<file path="src/rtl/fifo_wr_serializer.sv">
// Write-side producer for async_fifo: accepts wide words over valid/ready and
// emits them as RATIO narrow beats on the FIFO write port, stalling on full.
module fifo_wr_serializer #(
  parameter int DATA_WIDTH = 4,
  parameter int RATIO      = 4,
  parameter int CNT_WIDTH  = 16,
  parameter bit MSB_FIRST  = 1'b0
) (
  input  logic                          wr_clk,
  input  logic                          wr_rst_n,
  input  logic                          s_valid,
  output logic                          s_ready,
  input  logic [DATA_WIDTH*RATIO-1:0]   s_data,
  input  logic                          s_last,
  output logic                          fifo_wr_en,
  output logic [DATA_WIDTH-1:0]         fifo_wr_data,
  input  logic                          fifo_full,
  output logic                          busy,
  output logic                          frame_done,
  output logic [CNT_WIDTH-1:0]          word_cnt
);

  localparam int WORD_W = DATA_WIDTH * RATIO;
  localparam int BEAT_W = (RATIO > 1) ? $clog2(RATIO) : 1;
  localparam logic [BEAT_W-1:0] LAST_BEAT = BEAT_W'(RATIO - 1);

  typedef enum logic {
    IDLE = 1'b0,
    SEND = 1'b1
  } state_t;

  state_t              state;
  state_t              state_nxt;
  logic [WORD_W-1:0]   shreg;
  logic [BEAT_W-1:0]   beat;
  logic                last_flag;
  logic                accept;
  logic                beat_wr;
  logic                word_done;

  // Beat 0 always sits in the low slice so the shifter only ever shifts right.
  function automatic logic [WORD_W-1:0] order_word(input logic [WORD_W-1:0] w);
    logic [WORD_W-1:0] r;
    r = w;
    if (MSB_FIRST) begin
      for (int i = 0; i < RATIO; i++) begin
        r[i*DATA_WIDTH +: DATA_WIDTH] = w[(RATIO-1-i)*DATA_WIDTH +: DATA_WIDTH];
      end
    end
    return r;
  endfunction

  always_ff @(posedge wr_clk or negedge wr_rst_n) begin
    if (!wr_rst_n) begin
      state <= IDLE;
    end else begin
      state <= state_nxt;
    end
  end

  always_comb begin
    state_nxt  = state;
    s_ready    = 1'b0;
    fifo_wr_en = 1'b0;
    beat_wr    = 1'b0;
    word_done  = 1'b0;
    case (state)
      IDLE: begin
        s_ready = 1'b1;
        if (s_valid) begin
          state_nxt = SEND;
        end
      end
      SEND: begin
        fifo_wr_en = ~fifo_full;
        beat_wr    = ~fifo_full;
        word_done  = beat_wr && (beat == LAST_BEAT);
        // Ready only on the final write so the next word follows with no bubble.
        s_ready    = word_done;
        if (word_done && !s_valid) begin
          state_nxt = IDLE;
        end
      end
    endcase
  end

  assign accept       = s_valid && s_ready;
  assign busy         = (state == SEND);
  assign fifo_wr_data = shreg[DATA_WIDTH-1:0];

  always_ff @(posedge wr_clk or negedge wr_rst_n) begin
    if (!wr_rst_n) begin
      shreg      <= '0;
      beat       <= '0;
      last_flag  <= 1'b0;
      word_cnt   <= '0;
      frame_done <= 1'b0;
    end else begin
      frame_done <= word_done && last_flag;
      if (word_done) begin
        word_cnt <= word_cnt + 1'b1;
      end
      if (accept) begin
        shreg     <= order_word(s_data);
        last_flag <= s_last;
        beat      <= '0;
      end else if (beat_wr && !word_done) begin
        shreg <= shreg >> DATA_WIDTH;
        beat  <= beat + 1'b1;
      end
    end
  end

endmodule

</file>
<file path="config.mk">
export PLATFORM = sky130hd
export DESIGN_NAME = fifo_wr_serializer
export DESIGN_NICKNAME = d
export VERILOG_FILES = /design/src/rtl/fifo_wr_serializer.sv
export SDC_FILE = /design/constraint.sdc
export NUM_CORES = 1
export LEC_CHECK = 0
export CAP_MARGIN = 10
export CORE_MARGIN = 2
export CORE_UTILIZATION = 35
export DETAILED_ROUTE_END_ITERATION = 10
export PLACE_DENSITY_LB_ADDON = 0.25
export SETUP_SLACK_MARGIN = 0.1
export SLEW_MARGIN = 20
export SYNTH_ARGS = -nofsm -noshare
export SYNTH_HDL_FRONTEND = slang
export SYNTH_SLANG_ARGS = --single-unit
export TNS_END_PERCENT = 20
</file>
<file path="constraint.sdc">
create_clock -name wr_clk -period 1.76 [get_ports wr_clk]
set_clock_uncertainty 0.05 [all_clocks]
set_input_delay 0.352 -clock wr_clk [delete_from_list [all_inputs] [get_ports wr_clk]]
set_output_delay 0.352 -clock wr_clk [all_outputs]
set_load 0.03 [all_outputs]
</file>
==> impl_metrics.json <==
{
  "ys_warn_count": 0,
  "clock-sinks": 37,
  "rsz0062_at_grt": "true",
  "insertion_delay_ns": 0.29,
  "slowest_stage": "dfrtp_1",
  "root_buffer": "clkbuf_8",
  "grt.total_usage": 0.143,
  "die_h_microns": 73.3,
  "setup_tns_ns": 0,
  "port_buffers": 44,
  "dp_hpwl_mm": 2.49,
  "hold_viol": 0,
  "diodes": 0,
  "cp_slowest_stage_delay_ns": 0.40,
  "postSynth.asyncResetShare": 1.00,
  "cts_buffer_depth": 2,
  "rows": 25,
  "synth.cell_area_sq_um": 1680,
  "path_clk_slew_ns": 0.07,
  "ir_drop_uv": 479,
  "wl_mm": 3.54,
  "start_kind": "flip-flop",
  "crit_chain": "ha_4 > or2b_1 > nand2_2 > buf_6",
  "fin_crit_sh": 0.987,
  "finalMaxSlewViolations": 0,
  "required_ns": 1.36,
  "final.min_clock_period_ns": 1.74,
  "antenna_left": 0,
  "synth-seq-area-share": 0.551,
  "max_slew.worst_pin.slew_ns": 0.339,
  "fmax_mhz": 576,
  "die_w_microns": 73.3,
  "dp.cells": 253,
  "dr.pass1.iters": 4,
  "criticalPathCategory": "reg2out",
  "final_cells": 269,
  "hp-class": "reg2reg",
  "cts_tree": "yes",
  "ys_ff_latch": 37,
  "die-area_sq_um": 5380,
  "htree_levels": 2,
  "path_buf_inv": 1,
  "crit_fanout": 4,
  "maxCapViolations": 0,
  "final_cell_mix": "32 x dfrtp_1, 23 x dlygate4sd2_1, 21 x nand2_1",
  "grt-ovfl-total": 0,
  "setup_viol": 0,
  "area_growth_pct": 48.0,
  "grt_pass1_vias": 1275,
  "coreArea_sq_um": 4690,
  "total_power_uw": 2960,
  "grt_max_degree": 23,
  "grt_pass1_wl_mm": 5.85,
  "arrival_ns": 1.33,
  "drt_iter0_markers": 35,
  "max_slew_margin": 0.775,
  "layout-drive-gt1-share": 0.270,
  "antenna_found_initial": 0,
  "syn_nets": 177,
  "vias": 1282,
  "place.gp.congestion": 0.760,
  "p_leak_uw": 0.00125,
  "nNetsFinal": 237,
  "fin_hold_ws_ns": 0.418,
  "power.density_nw_per_um2": 1190,
  "synth_edf_count": 0,
  "drc_errors": 0,
  "syn_area_per_cell_sq_um": 10.9,
  "pin_count": 45,
  "status": "complete, no violations",
  "endpoint_kind": "output port",
  "worst_path_dominant_cell_family": "flip-flops",
  "synthesis.instances": 154,
  "routedWlPerCell_microns": 13.2,
  "cts_made_buffers": 5,
  "synth_top_flop_cell": "dfrtp_1",
  "synthDistinctLibCells": 31,
  "start_util": 0.358,
  "routed_via_density": 4.77,
  "final_common_cell": "dfrtp_1"
}
-- through the flow --
stage                     worst slack, ns  area, sq um  utilization
final                              0.0231         2490        0.530
after global routing              -0.0501         2490        0.530
after CTS                          0.0128         2370        0.505
after detailed placement           -0.299         2260        0.481
after global placement             -0.247         2260        0.481
after floorplan                    0.0479         1710            -
-- per-layer routing --
layer | vias up | part of all wire | track usage
met5 | - | 0 | 0
met4 | 0 | 0.012 | 0.0424
met3 | 6 | 0.050 | 0.0521
met2 | 37 | 0.46 | 0.225
met1 | 598 | 0.47 | 0.186
li1 | 641 | - | -
-- power breakdown --
part	leakage, uW	switching, uW	internal, uW
clock	0.0000450	297	274
sequential	0.000486	153	1070
combinational	0.000717	581	583
total	0.00125	1030	1930
-- worst paths after layout --
check | start | end | slack [ns] | cells after the start
setup / recovery | beat[1] | s_ready | 0.02 | 4
hold / removal | word_cnt[15] | word_cnt[15] | 0.42 | 1
setup reg to reg | beat[1] | word_cnt[15] | 0.07 | 6
hold reg to reg | word_cnt[15] | word_cnt[15] | 0.42 | 1
max in group asynchronous | wr_rst_n | word_cnt[11] | 0.71 | 3
min in group asynchronous | wr_rst_n | word_cnt[4] | 0.44 | 2
-- state kept, by name, summed over array words and instances, names as in the netlist --
signal	cells
busy	1
last_flag	1
word_cnt	16
frame_done	1
beat	2
shreg	16
-- worst register-to-register path, stage by stage (launching register included) --
cell	delay, ns
dfrtp_1	0.40
ha_4	0.17
buf_4	0.10
nand3b_2	0.08
or4_4	0.48
nor4_4	0.17
xor2_1	0.16
-- layout make-up --
cell class                 count  area, sq um
clock inverter                 2         10.0
tap                           54         67.6
timing repair buffer          64          607
inverter                       1         3.75
multi-input combinational    105          796
sequential                    37          932
clock buffer                   6         72.6
fill                         433         2200
-- repair_timing --
action / 4_1_cts / 5_1_grt
endpoints found under the setup margin: 44 / 22
buffers inserted: 4 / 3
hold buffers: 1 / 0
pin swaps: 2 / 10
resized for setup: 29 / 29
endpoints found under the hold margin: 12 / 0
-- cells in the mapped netlist (2+ instances only) --
cell,n,share of area
dfrtp_1,37,0.55
nand2_1,28,0.062
o21ai_0,12,0.036
xnor2_1,9,0.047
mux2i_1,8,0.048
xor2_1,7,0.036
nor2_1,6,0.013
clkbuf_1,5,0.011
a221o_1,4,0.024
buf_4,4,0.018
nand3_1,4,0.012
nor3b_1,4,0.018
and3_1,2,0.0074
and4_1,2,0.010
buf_2,2,0.0060
ha_1,2,0.015
nand2b_1,2,0.0074
nand4_1,2,0.0074
nor3_1,2,0.0060
-- logic make-up (layout without fill, tap and decap cells) --
| kind of cell | after synthesis | count (layout) | share of synthesized area |
|---|---|---|---|
| AO/OA/AOI/OAI | 18 | 18 | 0.0692 |
| AND/OR/NAND/NOR | 60 | 60 | 0.190 |
| flip-flops | 37 | 37 | 0.551 |
| buffers and inverters | 12 | 73 | 0.0372 |
| XOR/XNOR | 16 | 16 | 0.0833 |
| multiplexers | 9 | 9 | 0.0543 |
| adder cells (fa/ha/maj) | 2 | 2 | 0.0149 |
No activity file was read; power rests on OpenSTA's default activity.
